**src/rtl/square_drawer.sv**
```systemverilog
// -----------------------------------------------------------------------------
// square_drawer
// Takes one square request (top-left x/y plus colour) per start and rasterises
// it into SQ_W*SQ_H per-pixel plot commands for the VGA adapter, x fastest.
//
// Ports
//   clk            system clock, all logic on posedge
//   reset          synchronous, active-high
//   start          request strobe, taken in IDLE
//   square_x/y     top-left corner of the square (8 / 7 bits)
//   square_colour  RGB colour, 3'b000 erases
//   ready          high while idle
//   done           one-cycle pulse after the last pixel
//   vga_x/y        pixel coordinates for the adapter
//   vga_colour     pixel colour for the adapter
//   plot           adapter writeEn
//
// Optional feature macro: SQUARE_CLIP_EN -- masks plot for pixels beyond
// X_MAX / Y_MAX or carrying out of the port width; timing is unchanged.
// -----------------------------------------------------------------------------
module square_drawer #(
    parameter int unsigned SQ_W  = 4,
    parameter int unsigned SQ_H  = 4,
    parameter int unsigned X_MAX = 159,
    parameter int unsigned Y_MAX = 119
) (
    input  logic       clk,
    input  logic       reset,
    input  logic       start,
    input  logic [7:0] square_x,
    input  logic [6:0] square_y,
    input  logic [2:0] square_colour,
    output logic       ready,
    output logic       done,
    output logic [7:0] vga_x,
    output logic [6:0] vga_y,
    output logic [2:0] vga_colour,
    output logic       plot
);

    localparam int unsigned X_W  = 8;
    localparam int unsigned Y_W  = 7;
    localparam int unsigned C_W  = 3;
    localparam int unsigned CX_W = (SQ_W > 1) ? $clog2(SQ_W) : 1;
    localparam int unsigned CY_W = (SQ_H > 1) ? $clog2(SQ_H) : 1;

    // Reject illegal configurations at elaboration
    if (SQ_W == 0 || SQ_W > 16 || SQ_H == 0 || SQ_H > 16 ||
        X_MAX > 255 || Y_MAX > 127) begin : g_param_check
        $error("square_drawer: parameter out of range");
    end

    typedef enum logic [1:0] {
        IDLE = 2'd0,
        DRAW = 2'd1,
        DONE = 2'd2
    } state_t;

    state_t          state;
    logic [X_W-1:0]  base_x;
    logic [Y_W-1:0]  base_y;
    logic [C_W-1:0]  base_colour;
    logic [CX_W-1:0] cx;
    logic [CY_W-1:0] cy;
    logic            last_col;
    logic            last_row;
    logic            pix_on;

    assign last_col = (cx == CX_W'(SQ_W - 1));
    assign last_row = (cy == CY_W'(SQ_H - 1));

`ifdef SQUARE_CLIP_EN
    localparam int unsigned XF_W = X_W + 1;
    localparam int unsigned YF_W = Y_W + 1;

    // One extra bit keeps the carry so wrapped pixels are also masked
    logic [XF_W-1:0] full_x;
    logic [YF_W-1:0] full_y;

    assign full_x = {1'b0, base_x} + XF_W'(cx);
    assign full_y = {1'b0, base_y} + YF_W'(cy);
    assign pix_on = (full_x <= XF_W'(X_MAX)) && (full_y <= YF_W'(Y_MAX));
`else
    assign pix_on = 1'b1;
`endif

    // Control FSM with registered outputs. start is taken on the IDLE state,
    // so a held start relaunches immediately after DONE (SQ_W*SQ_H+2 period).
    always_ff @(posedge clk) begin
        if (reset) begin
            state       <= IDLE;
            ready       <= 1'b1;
            done        <= 1'b0;
            plot        <= 1'b0;
            vga_x       <= '0;
            vga_y       <= '0;
            vga_colour  <= '0;
            base_x      <= '0;
            base_y      <= '0;
            base_colour <= '0;
            cx          <= '0;
            cy          <= '0;
        end else begin
            done <= 1'b0;
            plot <= 1'b0;
            case (state)
                IDLE: begin
                    ready <= 1'b1;
                    if (start) begin
                        base_x      <= square_x;
                        base_y      <= square_y;
                        base_colour <= square_colour;
                        cx          <= '0;
                        cy          <= '0;
                        ready       <= 1'b0;
                        state       <= DRAW;
                    end
                end
                DRAW: begin
                    // Sums truncate to port width, wrapping at the screen edge
                    vga_x      <= base_x + X_W'(cx);
                    vga_y      <= base_y + Y_W'(cy);
                    vga_colour <= base_colour;
                    plot       <= pix_on;
                    if (last_col) begin
                        cx <= '0;
                        if (last_row) begin
                            state <= DONE;
                        end else begin
                            cy <= cy + CY_W'(1);
                        end
                    end else begin
                        cx <= cx + CX_W'(1);
                    end
                end
                DONE: begin
                    done  <= 1'b1;
                    ready <= 1'b0;
                    state <= IDLE;
                end
                default: begin
                    ready <= 1'b1;
                    state <= IDLE;
                end
            endcase
        end
    end

endmodule

```
**config.mk**
```make
export PLATFORM = sky130hd
export DESIGN_NAME = square_drawer
export DESIGN_NICKNAME = d
export VERILOG_FILES = /design/src/rtl/square_drawer.sv
export SDC_FILE = /design/constraint.sdc
export NUM_CORES = 1
export LEC_CHECK = 0
export ABC_AREA = 0
export BUFFER_PORTS_ARGS = -buffer_cell sky130_fd_sc_hd__buf_2
export CAP_MARGIN = 30
export CORE_MARGIN = 5
export CORE_UTILIZATION = 56
export DETAILED_ROUTE_END_ITERATION = 7
export GPL_TIMING_DRIVEN = 0
export PLACE_DENSITY = 0.78
export SLEW_MARGIN = 20
export SYNTH_ARGS = -nofsm -noshare
export SYNTH_HDL_FRONTEND = slang
export SYNTH_SLANG_ARGS = --single-unit
```
**constraint.sdc**
```tcl
create_clock -name clk -period 4.15 [get_ports clk]
set_clock_uncertainty 0.15 [all_clocks]
set_input_delay 1.0375 -clock clk [delete_from_list [all_inputs] [get_ports clk]]
set_output_delay 1.0375 -clock clk [all_outputs]
set_load 0.005 [all_outputs]
```
After elaboration in Yosys (flattened, before gate mapping):

Cells that the tools add are included.

* flip-flop bits (word level): 45
* bits in latches: 0
* memory bits (writable): 0
* bits in read-only memories: 0
* word-level logic and storage cells: 44
* memories: 0

* add/subtract/negate cells: 4
* $mul: 0
* div/mod/pow operators: 0
* order comparisons: 0
* eq/ne operators: 8
* shift operators: 0
* muxes and demuxes: 14
* bitwise logic cells: 0
* reductions and logical operators: 6

Operator list (number)
* 2-to-1 mux 2 bit: 7
* one-hot mux 2 bit (2 select lines): 3
* adder 8 x 2 -> 8 bit: 1
* inequality test 2 bit, second input constant: 4
* adder 7 x 2 -> 7 bit: 1
* equality test 2 bit, second input constant: 3
* adder 2 x 1 -> 2 bit, second input constant: 2
* AND reduction 2 bit: 2
* AND reduction 4 bit: 1
* 2-to-1 mux 1 bit: 3
* one-hot mux 1 bit (3 select lines): 1
* AND reduction 3 bit: 1
* equality test 2 x 1 -> 1 bit, second input constant: 1
* logical NOT 2 bit: 1
* nonzero test 2 bit: 1

Logic depth before layout (Yosys ltp):

Gate-level depths: netlist (run 1).

* word-level depth: 4
* mapped depth: 6
* depth with buffers taken out: 6

Worst setup path before layout (run 1):

No wires, ideal clock.

* kind: input to register
* start: input port start
* end: register cx[1]
* setup time: 0.132 ns
* arrival time: 1.769 ns
* data required time: 3.868 ns
* slack: 2.098 ns
* stages: 4
* path buffers: 1
* cells stage by stage: or3b_2 buf_2 nand3_1 a21oi_1

* word-level cells in the longest chain between the ends: 2

Ends and longest elaborated chain
* from (decl): RTL line 29 `input logic start,`
* inequality test 2 bit (no line)
* AND reduction 2 bit (no line)
* to (signal assigned): RTL line 133 `cx <= cx + CX_W'(1);`
* to (decl): RTL line 63 `logic [CX_W-1:0] cx;`

No other way between the ends.
A chain may end at the register's enable or synchronous reset.

Final worst setup path (run 1):

* start: register vga_y[1]
* end: output port vga_y[1]

RTL lines
* from (decl): RTL line 36 `output logic [6:0] vga_y,`
* from (signal assigned): RTL line 122 `vga_y <= base_y + Y_W'(cy);`

No word-level cell between the ends.

==> metrics.cfg, run 1 <==
[status]
status = completed

[layout]
layout_commonest_cell = nand2_1
drive_gt1_frac = 0.226
layout_common_cells = nand2_1 (52), buf_2 (49), dfxtp_1 (45), a21oi_1 (28), nor2_1 (15)
area_delta_synth_final_pct = 17.1
nets = 302
diodes = 0

[synth]
synth_nets = 255
avgSynthCellArea_um2 = 8.49
ys_async_sr_fraction = 0
synth_cells = 226
yosys.area.top_type_share = 0.470
seq_area_frac_synth = 0.470
ys_types = 33
synth_flop_cell = dfxtp_1
syn_area_um2 = 1920
synth.largest_area_cell = dfxtp_1
yosys_warnings = 0
synthTopCellsByArea = dfxtp_1 (47%), nand2_1 (10%), a21oi_1 (7.3%)
ys_ff_latch = 45
synth_edf_count = 0

[setup_path]
endpoint_kind = output port
path_class = flop to output port
worst_ep_required_time_ns = 2.96
arrival_ns = 0.85
worst_setup_path_start_kind = flop
crit_fanout = 2
crit_path_start = vga_y[1]
max_stage_delay_ns = 0.37
path_cells = buf_2
r2r_start = cx[0]
worst_path_max_delay_cell = dfxtp_1
path_delay_family = flip-flops
r2r_setup_slack_ns = 2.16
crit_buf_inv = 1

[timing]
fin_tns_setup_ns = 0
clock.fmax_ghz = 0.491
setup_viol = 0
min_period_ns = 2.04
drv_slew = 0
hold_viol = 0
max_slew_margin = 0.668
worst_slew_pin_slew_ns = 0.498
rsz0062_at_grt = no
period_share = 0.491

[floorplan]
initial_utilization = 0.575
dieArea_um2 = 4700
core_um2 = 3340
io_pins = 42
die_h_um = 68.5
rows = 21
die_w_um = 68.5

[clocking]
cts_resized = 0
cts_root_buf = clkbuf_4
clock_sinks = 45
clk_path_buf_depth = 2
clock_latency_ns = 0.35
cts_tree = built
postCtsHoldBufs = 0
cts_buffers = 5
cts_max_level = 2
post_cts_buffers = 0
clk_pin_slew_ns = 0.13

[power]
peakVddDrop_uv = 230
p_leak_uw = 0.000925
pwr-share-seq = 0.590
intPower_uw = 593
swShare = 0.256
p_switching_uw = 204
p_total_uw = 797
p_clk_frac = 0.293
comb_power_share = 0.118
p_per_area_nw_per_um2 = 355

[route]
final_antenna_net_count = 0
post-route-drc-count = 0
post_drt_wl_per_cell_um = 12.5
via_per_inst = 5.20
first_pass_iters = 4
drt_wl_total_um = 4010
drt_iter0_drc = 83
via_count = 1663

[grt]
grt_first_pass_wirelength_um = 6480
grt_max_degree = 14
grt_remaining_overflow = 0
grt_use_total = 0.188
grt_pass1_vias = 1460
antenna_found_initial = 0

[placed_design]
io_buffers = 40
dp_hpwl_um = 2990
gp_congestion = 0.766

[worst_hold_path]
hp-class = flop to flop
min_from = base_colour[0]

[job]
drv_cap = 0

-- cells in the mapped netlist, drive strengths merged (2+ instances only) --
| cell type | n |
|---|---|
| a211oi | 4 |
| a21oi | 28 |
| a22oi | 2 |
| a311oi | 8 |
| buf | 9 |
| clkbuf | 5 |
| dfxtp | 45 |
| fa | 2 |
| ha | 6 |
| inv | 6 |
| nand2 | 52 |
| nand2b | 6 |
| nand3 | 6 |
| nand3b | 2 |
| nor2 | 15 |
| nor3b | 3 |
| o21ai | 7 |
| o21bai | 2 |
| or3 | 6 |
| xor2 | 2 |
-- power by group through the flow --
| stage | Combinational [uW] | Sequential [uW] | Clock, uW |
|---|---|---|---|
| 6_report | 93.7 | 470 | 233 |
| 5_1_grt | 108 | 473 | 257 |
| 4_1_cts | 95.3 | 470 | 240 |
| 3_5_place_dp | 95.0 | 480 | 0 |
| 3_3_place_gp | 92.9 | 479 | 0 |
| 2_1_floorplan | 58.4 | 478 | 0 |
-- flip-flops by register name (all words and copies together), names as in the netlist, 2 cells and up --
signal / count
base_x: 8
state: 2
base_colour: 3
vga_colour: 3
cx: 2
vga_y: 7
base_y: 7
vga_x: 8
cy: 2
-- final cells by class --
class                      count  area, um2
timing repair buffer          40        200
inverter                       6       22.5
fill                         297       1090
sequential                    45        901
multi-input combinational    161        931
clock inverter                 1       5.00
tap                           46       57.6
clock buffer                   7       65.1
buffer                        14       63.8
-- cells by family after synthesis --
family | Yosys count | synth area share
and+or+nand+nor | 95 | 0.232
AOI/OAI and AO/OA | 54 | 0.174
DFF | 45 | 0.470
buffers and inverters | 20 | 0.0450
adders and majority gates | 8 | 0.0600
xor gates and xnor gates | 3 | 0.0137
muxes | 1 | 0.00522
-- layer usage --
| metal | wire, um | vias up | part of all wire | track usage |
|---|---|---|---|---|
| li1 | - | 870 | - | - |
| met1 | 1770 | 751 | 0.44 | 0.236 |
| met2 | 1990 | 40 | 0.50 | 0.308 |
| met3 | 231 | 2 | 0.058 | 0.0438 |
| met4 | 21 | 0 | 0.0052 | 0.0819 |
| met5 | 0 | - | 0 | 0 |
-- per-stage QoR --
step	cell area, um2	util	hold WS, ns	worst slack (ns)	instances
floorplan	1920	-	0.282	2.10	226
global placement	2180	0.652	0.286	1.88	312
detailed placement	2180	0.652	0.295	1.86	312
CTS	2250	0.673	0.309	2.10	320
global route	2250	0.673	0.336	1.99	320
finish	2250	0.673	0.311	2.11	320
-- path summary, 6_finish.rpt --
check	endpoint	cells after the start
max reg2reg	vga_x[6]	6
min	vga_colour[0]	2
min reg2reg	vga_colour[0]	2
max	vga_y[1]	1
-- worst reg2reg max path, stage by stage, from the launching register on --
cell	delay [ns]
dfxtp_1	0.40
ha_1	0.18
inv_1	0.05
fa_1	0.39
nand2b_1	0.19
or3_1	0.31
a311oi_1	0.25
(Power assumes the default switching activity.)
==> inputs of run 2 (changes only) <==
--- a/config.mk
+++ b/config.mk
@@ -5,14 +5,14 @@
 export SDC_FILE = /design/constraint.sdc
 export NUM_CORES = 1
 export LEC_CHECK = 0
-export ABC_AREA = 0
+export ABC_AREA = 1
 export BUFFER_PORTS_ARGS = -buffer_cell sky130_fd_sc_hd__buf_2
 export CAP_MARGIN = 30
 export CORE_MARGIN = 5
-export CORE_UTILIZATION = 56
+export CORE_UTILIZATION = 54
 export DETAILED_ROUTE_END_ITERATION = 7
 export GPL_TIMING_DRIVEN = 0
-export PLACE_DENSITY = 0.78
+export PLACE_DENSITY = 0.75
 export SLEW_MARGIN = 20
 export SYNTH_ARGS = -nofsm -noshare
 export SYNTH_HDL_FRONTEND = slang
==> constraint.sdc (replaced) <==
create_clock -name clk -period 2 [get_ports clk]
set_clock_uncertainty 0.15 [all_clocks]
set_input_delay 0.5 -clock clk [delete_from_list [all_inputs] [get_ports clk]]
set_output_delay 0.5 -clock clk [all_outputs]
set_load 0.005 [all_outputs]
==> metrics.cfg, run 2 <==
[setup_path]
arrival_ns = 1.92  ; +1.07 ns
r2r-end = vga_x[6]
r2r_setup_slack_ns = 0.14  ; -2.02 ns
path_class = flop to flop
r2r_start = cx[0]
worst_setup_path_start_kind = flop
endpoint_kind = flop
worst_ep_required_time_ns = 2.06  ; -0.90 ns
crit_fanout = 4  ; +2
reg2regPathDepth = 9  ; +3

[timing]
hold_viol = 0  ; unchanged
max_slew_margin = 0.742  ; +0.0741
period_share = 0.931
worst_slack_ns = 0.138  ; -1.97 ns
min_period_ns = 1.86
setup_viol = 0  ; unchanged
clock.fmax_ghz = 0.537
fin_tns_setup_ns = 0  ; unchanged
drv_slew = 0  ; unchanged
worst_slew_pin_slew_ns = 0.386  ; -0.111 ns
hold_slack_ns = 0.278  ; -0.0334 ns
rsz0062_at_grt = no

[status]
status = completed

[clocking]
cts_tree = built
clock_sinks = 45  ; unchanged
cts_root_buf = clkbuf_8
postCtsHoldBufs = 0  ; unchanged
clock_latency_ns = 0.30  ; -0.05 ns
clk_path_buf_depth = 2  ; unchanged
cts_buffers = 5  ; unchanged
cts_max_level = 2  ; unchanged
clk_pin_slew_ns = 0.08  ; -0.05 ns
cts_resized = 0  ; unchanged
post_cts_buffers = 0  ; unchanged

[route]
post_drt_wl_per_cell_um = 12.2  ; -2.9%
via_count = 1795  ; +7.9%
via_per_inst = 4.93  ; -5.1%
drt_wl_total_um = 4430  ; +10%
final_antenna_net_count = 0  ; unchanged
drt_iter0_drc = 112  ; +35%
first_pass_iters = 4  ; unchanged
post-route-drc-count = 0  ; unchanged

[synth]
synth_edf_count = 0  ; unchanged
synth.largest_area_cell = dfxtp_1
syn_area_um2 = 2060  ; +7.4%
synth_flop_cell = dfxtp_1
yosys_warnings = 0  ; unchanged
yosys.area.top_type_share = 0.437  ; -0.0322
synth_cells = 267  ; +18%
synth_nets = 296  ; +16%
ys_async_sr_fraction = 0  ; unchanged
synth.most_common_cell = nand2_1
ys_ff_latch = 45  ; unchanged
netlist_top_cells_count = nand2_1 (47), dfxtp_1 (45), nor2_1 (43)
ys_types = 24  ; -27%
avgSynthCellArea_um2 = 7.71  ; -9.1%
seq_area_frac_synth = 0.437  ; -0.0322
synthTopCellsByArea = dfxtp_1 (44%), nand2_1 (8.6%), nor2_1 (7.8%)

[floorplan]
rows = 22  ; +4.8%
core_um2 = 3690  ; +11%
dieArea_um2 = 5150  ; +9.6%
initial_utilization = 0.558  ; -0.0165
die_w_um = 71.8  ; +4.7%
io_pins = 42  ; unchanged
die_h_um = 71.8  ; +4.7%

[grt]
grt_pass1_vias = 1642  ; +12%
grt_max_degree = 14  ; unchanged
grt_first_pass_wirelength_um = 7290  ; +13%
grt_use_total = 0.182  ; -0.00607
antenna_found_initial = 0  ; unchanged
grt_remaining_overflow = 0  ; unchanged

[power]
p_per_area_nw_per_um2 = 826  ; +130%
p_leak_uw = 0.00119  ; +28%
peakVddDrop_uv = 523  ; +130%

[worst_hold_path]
hp-class = input pin to flop
min_from = square_y[1]
min_to = base_y[1]
min_delay_path_depth = 3  ; +1

[layout]
drive_gt1_frac = 0.244  ; +0.0174
reg_top3 = base_x x8, vga_x x8
diodes = 0  ; unchanged
nets = 344  ; +14%
layout_common_cells = nand2_1 (47), dfxtp_1 (45), buf_2 (43), nor2_1 (43), inv_1 (29)
layout_commonest_cell = nand2_1
area_delta_synth_final_pct = 17.8

[placed_design]
place_ws_ns = 0.168  ; -1.69 ns
gp_congestion = 0.780  ; +1.8%
io_buffers = 41  ; +2.5%
dp_hpwl_um = 3320  ; +11%

[job]
drv_cap = 0  ; unchanged

## run 2: cell types whose count changed in the layout (fill, tap and decap cells not counted), moves of 12 or more
cell / delta
a21oi_1: -16
o21ai_0: +14
inv_1: +24
nor2_1: +28
nand3_1: +12
## run 2: area by class of cell
cell class	instances	area, um2
clock inverter	1	5.00
tap	48	60.1
inverter	32	120
clock buffer	7	96.3
buffer	10	97.6
fill	357	1260
multi-input combinational	180	941
sequential	45	901
timing repair buffer	41	205
## run 2: cells by family (layout without fill, tap and decap cells)
logic type      after synthesis  count (layout)  share of synthesized area
xor+xnor                      4               4                     0.0170
flops                        45              45                      0.437
buf+inv                      42              91                      0.106
compound gates               52              52                      0.148
fa+ha+maj                     8               8                     0.0559
simple gates                116             116                      0.236
## run 2: worst max path at each step
stage               cells past startpoint   from       end  slack (ns)
global placement                        9  cx[0]  vga_x[6]        0.22
global route                           10  cx[0]  vga_x[6]       0.008
finish                                  9  cx[0]  vga_x[6]        0.14
CTS                                     9  cx[0]  vga_x[6]        0.13
floorplan                               9  cx[0]  vga_x[6]        0.34
detailed placement                      9  cx[0]  vga_x[6]        0.17
## run 2: metal layers
| metal | GRT usage | part of all wire | wire length [um] | vias to the layer above |
|---|---|---|---|---|
| li1 | - | - | - | 942 |
| met1 | 0.224 | 0.45 | 1970 | 811 |
| met2 | 0.309 | 0.49 | 2170 | 35 |
| met3 | 0.0449 | 0.050 | 221 | 7 |
| met4 | 0.0626 | 0.016 | 70 | 0 |
| met5 | 0 | 0 | 0 | - |
## run 2: per-stage QoR
step                       util  cells  cell area, um2  total power, uW
after floorplan               -    267            2060             1290
after global placement    0.630    356            2320             1410
after CTS                 0.658    364            2430             2030
final                     0.658    364            2430             2000
after global routing      0.658    364            2430             2120
after detailed placement  0.630    356            2320             1420
## run 2: power breakdown
part	switching, uW	internal, uW
clock network	299	312
registers	52.3	980
logic	203	156
## run 2: critical path, stage by stage (launching register included)
cell	delay [ns]
dfxtp_1	0.38
ha_1	0.20
inv_1	0.06
fa_1	0.41
inv_1	0.08
nand3_1	0.12
o21ai_0	0.18
nand3_1	0.08
nand2_1	0.06
inv_1	0.04
==> inputs of run 3 (changes only) <==
--- a/config.mk
+++ b/config.mk
@@ -13,7 +13,9 @@
 export DETAILED_ROUTE_END_ITERATION = 7
 export GPL_TIMING_DRIVEN = 0
 export PLACE_DENSITY = 0.75
+export RECOVER_POWER = 100
 export SLEW_MARGIN = 20
 export SYNTH_ARGS = -nofsm -noshare
 export SYNTH_HDL_FRONTEND = slang
 export SYNTH_SLANG_ARGS = --single-unit
+export TNS_END_PERCENT = 100
==> metrics.cfg, run 3 (synthesis results as in run 2) <==
[setup_path]
critPathMostFrequentCell = inv_1
crit_cells = 9  ; unchanged
endpoint_kind = flop
arrival_ns = 1.92  ; about the same
crit_fanout = 4  ; unchanged
worst_setup_path_start_kind = flop
r2r_setup_slack_ns = 0.14  ; about the same
crit_buf_inv = 3  ; unchanged
path_class = flop to flop
reg2regPathDepth = 9  ; unchanged
max_stage_delay_ns = 0.40  ; about the same
worst_path_max_delay_cell = fa_1
worst_ep_required_time_ns = 2.06  ; about the same
path_delay_family = adder cells
path_cells = ha_1, inv_1, fa_1, inv_1, nand3_1, o21ai_0, nand3_1, nand2_1, inv_1

[clocking]
clk_pin_slew_ns = 0.08  ; about the same
cts_resized = 0  ; unchanged
clk_path_buf_depth = 2  ; unchanged
cts_buffers = 5  ; unchanged
postCtsHoldBufs = 0  ; unchanged
cts_max_level = 2  ; unchanged
post_cts_buffers = 0  ; unchanged
clock_sinks = 45  ; unchanged
cts_tree = built
clock_latency_ns = 0.30  ; about the same
cts_root_buf = clkbuf_8

[grt]
grt_pass1_vias = 1642  ; unchanged
grt_remaining_overflow = 0  ; unchanged
grt_first_pass_wirelength_um = 7290  ; unchanged
antenna_found_initial = 0  ; unchanged
grt_use_total = 0.182  ; unchanged
grt_max_degree = 14  ; unchanged

[timing]
fin_tns_setup_ns = 0  ; unchanged
max_slew_margin = 0.573  ; -0.169
rsz0062_at_grt = no
clock.fmax_ghz = 0.536  ; -0.12%
min_period_ns = 1.86  ; +0.00224 ns
worst_slew_pin_slew_ns = 0.638  ; +0.251 ns
setup_viol = 0  ; unchanged
hold_slack_ns = 0.283  ; +0.00521 ns
period_share = 0.932  ; +0.00112
hold_viol = 0  ; unchanged
worst_slack_ns = 0.136  ; -0.00224 ns
drv_slew = 0  ; unchanged

[worst_hold_path]
hp-class = input pin to flop
min_delay_path_depth = 3  ; unchanged

[power]
p_clk_frac = 0.313  ; +0.008
swShare = 0.278  ; +0.000981
p_switching_uw = 549  ; -1.1%
intPower_uw = 1420  ; -1.6%
pwr-share-seq = 0.523  ; +0.008
p_per_area_nw_per_um2 = 843  ; +2.0%
comb_power_share = 0.164  ; -0.015
peakVddDrop_uv = 522  ; -0.23%
p_leak_uw = 0.00114  ; -4.1%

[floorplan]
die_h_um = 71.8  ; unchanged
dieArea_um2 = 5150  ; unchanged
die_w_um = 71.8  ; unchanged
rows = 22  ; unchanged
initial_utilization = 0.558  ; unchanged
core_um2 = 3690  ; unchanged
io_pins = 42  ; unchanged

[placed_design]
gp_congestion = 0.780  ; unchanged
dpl.cell_count = 356  ; unchanged
dp_hpwl_um = 3320  ; unchanged
place_ws_ns = 0.168  ; unchanged
io_buffers = 41  ; unchanged

[layout]
regArea_um2 = 901  ; unchanged
fillers = 371  ; +3.9%
nets = 344  ; unchanged
reg_top3 = base_x x8, vga_x x8
diodes = 0  ; unchanged
multi_input_area_um2 = 902  ; -4.1%
drive_gt1_frac = 0.180  ; -0.0633
area_delta_synth_final_pct = 13.7
layout_common_cells = nand2_1 (49), dfxtp_1 (45), nor2_1 (44), buf_2 (36), inv_1 (30)
layout_commonest_cell = nand2_1
layout.cells.non_filler = 364  ; unchanged

[route]
first_pass_iters = 4  ; unchanged
drt_iter0_drc = 80  ; -29%
post-route-drc-count = 0  ; unchanged
post_drt_wl_per_cell_um = 12.3  ; +1.3%
via_per_inst = 4.98  ; +1.1%
via_count = 1814  ; +1.1%
drt_wl_total_um = 4490  ; +1.3%
final_antenna_net_count = 0  ; unchanged

[status]
status = completed

[job]
drv_cap = 0  ; unchanged

-- run 3: per-layer routing --
| metal | global-route usage | up-vias | part of all wire |
|---|---|---|---|
| met1 | 0.224 | 828 | 0.44 |
| met4 | 0.0626 | 0 | 0.016 |
| li1 | - | 937 | - |
| met5 | 0 | - | 0 |
| met3 | 0.0449 | 7 | 0.059 |
| met2 | 0.309 | 42 | 0.48 |
-- run 3: path summary, 6_finish.rpt --
path	start	end
worst max register to register	cx[0]	vga_x[6]
worst max-delay path	cx[0]	vga_x[6]
worst min-delay path	square_colour[1]	base_colour[1]
worst min register to register	base_y[6]	base_y[6]
-- run 3: tightest hold or removal path, stage by stage --
cell and delay (ns):
buf_2 0.08, o21ai_2 0.05, nor2_1 0.06
-- run 3: cell type report --
| class | count | area share |
|---|---|---|
| multi-input cells | 180 | 0.385 |
| flip-flops and latches | 45 | 0.385 |
| repair buffers | 41 | 0.0839 |
| inverters | 32 | 0.0513 |
| clock buffers | 7 | 0.0411 |
| plain buffers | 10 | 0.0262 |
| well taps | 48 | 0.0256 |
| clock inverters | 1 | 0.00214 |
-- run 3: power groups by stage --
stage / clock network, uW / registers (uW) / logic [uW]
CTS: 628 / 1030 / 364
global placement: 0 / 1050 / 356
detailed placement: 0 / 1050 / 363
finish: 617 / 1030 / 324
global route: 666 / 1040 / 370
floorplan: 0 / 1050 / 240
-- run 3: per-stage QoR --
step	utilization	total power [uW]	instance area, um2
after floorplan	-	1290	2060
after global placement	0.630	1410	2320
after detailed placement	0.630	1420	2320
after CTS	0.658	2030	2430
after global routing	0.635	2080	2340
final	0.635	1970	2340
